`config.mk`:
```
export PLATFORM = sky130hd
export DESIGN_NAME = siren_driver_flat
export DESIGN_NICKNAME = d
export VERILOG_FILES = /design/src/rtl/siren_driver_if.sv /design/src/rtl/siren_driver.sv /design/src/flat_wrapper.sv
export SDC_FILE = /design/constraint.sdc
export NUM_CORES = 1
export LEC_CHECK = 0
export CAP_MARGIN = 20
export CORE_MARGIN = 3
export CORE_UTILIZATION = 45
export DETAILED_ROUTE_END_ITERATION = 8
export GPL_ROUTABILITY_DRIVEN = 0
export PLACE_DENSITY = 0.71
export SETUP_SLACK_MARGIN = 0.1
export SLEW_MARGIN = 25
export SYNTH_ARGS = -nofsm -noshare
export SYNTH_HDL_FRONTEND = slang
export SYNTH_SLANG_ARGS = --single-unit
```
`constraint.sdc`:
```
create_clock -name clock_in -period 5.13 [get_ports clock_in]
set_input_delay 0.7695 -clock clock_in [delete_from_list [all_inputs] [get_ports clock_in]]
set_output_delay 0.7695 -clock clock_in [all_outputs]
set_load 0.02 [all_outputs]
```
`src/rtl/siren_driver_if.sv`:
```
// Alarm-command / siren-status bundle between the alarm controller (master) and the siren driver (slave).
// Plain level signals: no handshake, the driver consumes the command every cycle.
interface siren_driver_if;
  logic siren_en_in;
  logic siren_out;
  logic busy_out;
  logic lockout_out;

  modport master (
    output siren_en_in,
    input  siren_out,
    input  busy_out,
    input  lockout_out
  );

  modport slave (
    input  siren_en_in,
    output siren_out,
    output busy_out,
    output lockout_out
  );
endinterface

```
`src/rtl/siren_driver.sv`:
```
// Drives the siren pin with an on/off pattern of CLK_DIV-cycle ticks, capped at MAX_TICKS per trigger, then locks out until release.
// Outputs are registered from the next state (1-cycle rise/fall latency); no backpressure, the command is sampled every cycle.
module siren_driver #(
  parameter int CLK_DIV   = 500_000,
  parameter int ON_TICKS  = 2,
  parameter int OFF_TICKS = 2,
  parameter int MAX_TICKS = 20
) (
  input  logic          clock_in,
  input  logic          reset_in,
  siren_driver_if.slave bus
);

  localparam int PHASE_MAX = (ON_TICKS > OFF_TICKS) ? ON_TICKS : OFF_TICKS;
  localparam int PRESC_W   = $clog2(CLK_DIV);
  localparam int PHASE_W   = (PHASE_MAX > 1) ? $clog2(PHASE_MAX) : 1;
  localparam int TOTAL_W   = (MAX_TICKS > 1) ? $clog2(MAX_TICKS) : 1;

  localparam logic [PRESC_W-1:0] PRESC_LAST = PRESC_W'(CLK_DIV - 1);
  localparam logic [PRESC_W-1:0] PRESC_ONE  = PRESC_W'(1);
  localparam logic [PHASE_W-1:0] ON_LAST    = PHASE_W'(ON_TICKS - 1);
  localparam logic [PHASE_W-1:0] OFF_LAST   = PHASE_W'(OFF_TICKS - 1);
  localparam logic [PHASE_W-1:0] PHASE_ONE  = PHASE_W'(1);
  localparam logic [TOTAL_W-1:0] TOTAL_LAST = TOTAL_W'(MAX_TICKS - 1);
  localparam logic [TOTAL_W-1:0] TOTAL_ONE  = TOTAL_W'(1);

  typedef enum logic [1:0] {
    IDLE    = 2'd0,
    ON      = 2'd1,
    OFF     = 2'd2,
    LOCKOUT = 2'd3
  } state_t;

  state_t             state_q, state_nxt;
  logic [PRESC_W-1:0] presc_q, presc_nxt;
  logic [PHASE_W-1:0] phase_q, phase_nxt;
  logic [TOTAL_W-1:0] total_q, total_nxt;
  logic               siren_q, busy_q, lockout_q;
  logic               tick;

  always_ff @(posedge clock_in) begin
    if (reset_in) begin
      state_q   <= IDLE;
      presc_q   <= '0;
      phase_q   <= '0;
      total_q   <= '0;
      siren_q   <= 1'b0;
      busy_q    <= 1'b0;
      lockout_q <= 1'b0;
    end else begin
      state_q   <= state_nxt;
      presc_q   <= presc_nxt;
      phase_q   <= phase_nxt;
      total_q   <= total_nxt;
      siren_q   <= (state_nxt == ON);
      busy_q    <= (state_nxt == ON) || (state_nxt == OFF);
      lockout_q <= (state_nxt == LOCKOUT);
    end
  end

  always_comb begin
    state_nxt = state_q;
    presc_nxt = presc_q;
    phase_nxt = phase_q;
    total_nxt = total_q;
    tick      = 1'b0;

    case (state_q)
      IDLE: begin
        if (bus.siren_en_in) begin
          state_nxt = ON;
          presc_nxt = '0;
          phase_nxt = '0;
          total_nxt = '0;
        end
      end

      ON, OFF: begin
        tick = (presc_q == PRESC_LAST);
        if (!bus.siren_en_in) begin
          state_nxt = IDLE;
        end else begin
          presc_nxt = tick ? '0 : presc_q + PRESC_ONE;
          if (tick) begin
            // The duration cap wins over a phase boundary on the same tick.
            if (total_q == TOTAL_LAST) begin
              state_nxt = LOCKOUT;
            end else if (state_q == ON && phase_q == ON_LAST) begin
              state_nxt = OFF;
              phase_nxt = '0;
              total_nxt = total_q + TOTAL_ONE;
            end else if (state_q == OFF && phase_q == OFF_LAST) begin
              state_nxt = ON;
              phase_nxt = '0;
              total_nxt = total_q + TOTAL_ONE;
            end else begin
              phase_nxt = phase_q + PHASE_ONE;
              total_nxt = total_q + TOTAL_ONE;
            end
          end
        end
      end

      LOCKOUT: begin
        if (!bus.siren_en_in) state_nxt = IDLE;
      end

      default: state_nxt = IDLE;
    endcase
  end

  assign bus.siren_out   = siren_q;
  assign bus.busy_out    = busy_q;
  assign bus.lockout_out = lockout_q;

endmodule
```
`src/flat_wrapper.sv`:
```
// flat-port wrapper written by rule: the top's interface ports become plain ports
module siren_driver_flat 
#(
  parameter int CLK_DIV   = 500_000,
  parameter int ON_TICKS  = 2,
  parameter int OFF_TICKS = 2,
  parameter int MAX_TICKS = 20
)
  (clock_in, reset_in, bus_siren_en_in, bus_siren_out, bus_busy_out, bus_lockout_out);
  siren_driver_if bus_i ();
  input  logic clock_in;
  input  logic reset_in;
  input wire logic [$bits(bus_i.siren_en_in)-1:0] bus_siren_en_in;
  output wire logic [$bits(bus_i.siren_out)-1:0] bus_siren_out;
  output wire logic [$bits(bus_i.busy_out)-1:0] bus_busy_out;
  output wire logic [$bits(bus_i.lockout_out)-1:0] bus_lockout_out;
  assign bus_i.siren_en_in = bus_siren_en_in;
  assign bus_siren_out = bus_i.siren_out;
  assign bus_busy_out = bus_i.busy_out;
  assign bus_lockout_out = bus_i.lockout_out;
  siren_driver #(.CLK_DIV(CLK_DIV), .ON_TICKS(ON_TICKS), .OFF_TICKS(OFF_TICKS), .MAX_TICKS(MAX_TICKS)) u_core (.clock_in(clock_in), .reset_in(reset_in), .bus(bus_i));
endmodule
```
==> flow_metrics.env <==
export IMPL_vias=1436
export IMPL_syn_nets=200
export IMPL_grt_overflow=0
export IMPL_tightest_slew_ns=0.7512
export IMPL_holdWs_ns=0.5012
export IMPL_die_w_um=66.03
export IMPL_post_route_period_util_pct=46.90
export IMPL_start_util_pct=47.47
export IMPL_async_reset_ff_share_pct=0
export IMPL_avgSynthCellArea_sq_um=8.490
export IMPL_switching_share_pct=23.63
export IMPL_cts_max_path_buffers=2
export IMPL_core_area_sq_um=3416
export IMPL_path_cells="ha_1, nand3_1, nor3_2, a41oi_1, a31oi_1, inv_1, ha_1, nor2b_1"
export IMPL_stdcell_count=246
export IMPL_track_usage_pct=17.91
export IMPL_rsz0062_at_grt="false"
export IMPL_portBuffers=5
export IMPL_yosysTopAreaCell="dfxtp_1"
export IMPL_synth_area_sq_um=1622
export IMPL_syn_to_final_growth_pct=10.49
export IMPL_hp_class="flop to flop"
export IMPL_drc=0
export IMPL_post_cts_buffers=0
export IMPL_num_rows=21
export IMPL_power_density_nw_per_um2=256.1
export IMPL_p_int_uw=350.4
export IMPL_h_tree_depth=2
export IMPL_ys_top_cells_by_area="dfxtp_1 37%, ha_1 4.6%, nand3_1 4.3%"
export IMPL_antenna_cells=0
export IMPL_grt_pass1_wl_um=6106
export IMPL_seqCellArea_sq_um=600.6
export IMPL_crit_type="flop to flop"
export IMPL_p_sw_uw=108.4
export IMPL_yosysUniqueCellTypes=45
export IMPL_max_freq_ghz=0.4156
export IMPL_grt_max_degree=27
export IMPL_hold_viol_final=0
export IMPL_cts_tree="yes"
export IMPL_drt_wl_total_um=3500
export IMPL_cpPeakStageDelay_ns=0.50
export IMPL_cpMostUsedCell="ha_1"
export IMPL_relSlewSlack_pct=49.24
export IMPL_skew_ns=0.009692
export IMPL_nets=208
export IMPL_fillCellCount=338
export IMPL_clkPwrFrac_pct=39.8
export IMPL_cts_made_buffers=5
export IMPL_combPwrFrac_pct=8.3
export IMPL_critPathArrivalTime_ns=2.60
export IMPL_grt_pass1_vias=1346
export IMPL_mostFrequentLayoutCell="dfxtp_1"
export IMPL_cts_resized=0
export IMPL_clk_latency_ns=0.33
export IMPL_drt_pass1_iter_count=4
export IMPL_dp_cells=238
export IMPL_yosysWarnings=0
export IMPL_die_y_um=66.03
export IMPL_cts_sinks=30
export IMPL_synth_seq_cells=30
export IMPL_routedWlPerCell_um=14.23
export IMPL_status="finished, final reports clean"
export IMPL_antenna_left=0
export IMPL_cp_max_fo=7
export IMPL_dp_hpwl_um=2543
export IMPL_synth_top_cell_area_share_pct=37.04
export IMPL_clkTransAtPathRegs_ns=0.10
export IMPL_period_needed_ns=2.406
export IMPL_crit_slowest_cell="nor3_2"
export IMPL_ctsHoldBuffers=0
export IMPL_slew_viol_final=0
export IMPL_viasPerCell=5.837
export IMPL_clockRootBuffer="clkbuf_4"
export IMPL_setup_violations_final=0
export IMPL_critPathTopFamily="simple AND/OR/NAND/NOR gates"
export IMPL_synth_seq_area_share_pct=37.04
export IMPL_final_cell_mix="30 x dfxtp_1, 15 x nor2_1, 14 x nand3_1"
export IMPL_ys_flop_type="dfxtp_1"
export IMPL_max_cap_violations=0
export IMPL_synth_edff_count=0
export IMPL_power_frac_seq_pct=51.8
export IMPL_cellLeakagePower_uw=0.0006219
export IMPL_cp_required_ns=5.32
export IMPL_ir_drop_uv=139.1
export IMPL_cp_start_kind="flop"
export IMPL_drt_iter0_markers=91
export IMPL_synthCells=191
export IMPL_multi_input_area_sq_um=968.4
export IMPL_cp_end_kind="flop"
export IMPL_fin_tns_setup_ns=0
export IMPL_drive_gt1_share_pct=10.50
export IMPL_path_buf_inv=1
export IMPL_antenna_found_initial=0
export IMPL_pin_count=6
export IMPL_die_area_sq_um=4360
-- Yosys cell counts (3+ instances only) --
cell and n:
o21ai_0 5, nand3b_1 3, ha_1 6, dfxtp_1 30, a22o_1 5, nor3_2 3, xnor2_1 3, a31oi_1 10
and3_1 3, o21ai_1 3, or4_1 3, mux2i_1 3, nand2b_1 5, a41oi_1 3, nand2_1 10, nor3_1 5
nand4_1 7, a21oi_1 13, nor2_1 15, buf_2 3, nand3_1 14, xor2_1 3, inv_1 7
-- power by group through the flow --
stage	Clock, uW	Sequential (uW)	Combinational (uW)
2_1_floorplan	0	245	24.2
3_3_place_gp	0	243	37.2
3_5_place_dp	0	243	38.6
4_1_cts	188	238	38.6
5_1_grt	199	238	43.0
6_report	183	238	38.2
-- through the flow --
stage	cell area [sq um]	setup slack [ns]	util, %	power (uW)
CTS	1792	2.731	52.45	464.4
finish	1792	2.724	52.45	458.8
global route	1792	2.536	52.45	480.8
floorplan	1622	3.088	-	269.1
detailed placement	1714	2.511	50.18	281.8
global placement	1714	2.557	50.18	280.1
-- final timing paths --
check                                        from                     end  slack (ns)  cells past startpoint
worst min-delay path            u_core.total_q[1]       u_core.total_q[1]        0.50                      2
worst min register to register  u_core.total_q[1]       u_core.total_q[1]        0.50                      2
worst max-delay path            u_core.presc_q[0]  u_core.bus.lockout_out        2.72                      8
worst max register to register  u_core.presc_q[0]  u_core.bus.lockout_out        2.72                      8
-- registers in the layout, summed over array words and instances (netlist names) --
name and cells:
u_core.bus.siren_out 1, u_core.presc_q 19, u_core.state_q 2, u_core.bus.lockout_out 1, u_core.phase_q 1, u_core.total_q 5, u_core.bus.busy_out 1
-- area by class of cell --
cell class	count	area share, %
multi-input cells	148	54.05
flip-flops and latches	30	33.52
repair buffers	6	3.212
well taps	46	3.212
clock inverters	3	2.235
clock buffers	5	2.095
inverters	8	1.676
-- worst min-delay path: cells and delay by family, from the launching register on --
kind / cells / cell delay, ns
AO/OA/AOI/OAI: 1 / 0.06
flip-flops: 1 / 0.33
AND/OR/NAND/NOR: 1 / 0.07
-- metal layers --
| layer | vias to the layer above | share of wire (%) | GRT usage (%) |
|---|---|---|---|
| met3 | 2 | 3.9 | 4.592 |
| met2 | 27 | 48 | 29.66 |
| met4 | 0 | 0.54 | 6.853 |
| met1 | 675 | 47 | 22.16 |
| li1 | 732 | - | - |
| met5 | - | 0 | 0 |
-- logic make-up (layout without fill, tap and decap cells) --
logic type,after synthesis,after routing,share of synthesized area (%)
XOR/XNOR,6,6,3.241
AO/OA/AOI/OAI,49,49,19.83
AND/OR/NAND/NOR,84,84,30.17
flip-flops,30,30,37.04
multiplexers,3,3,1.852
adder cells (fa/ha/maj),6,6,4.630
buffers and inverters,13,22,3.240
No activity file was read; power rests on OpenSTA's default activity.
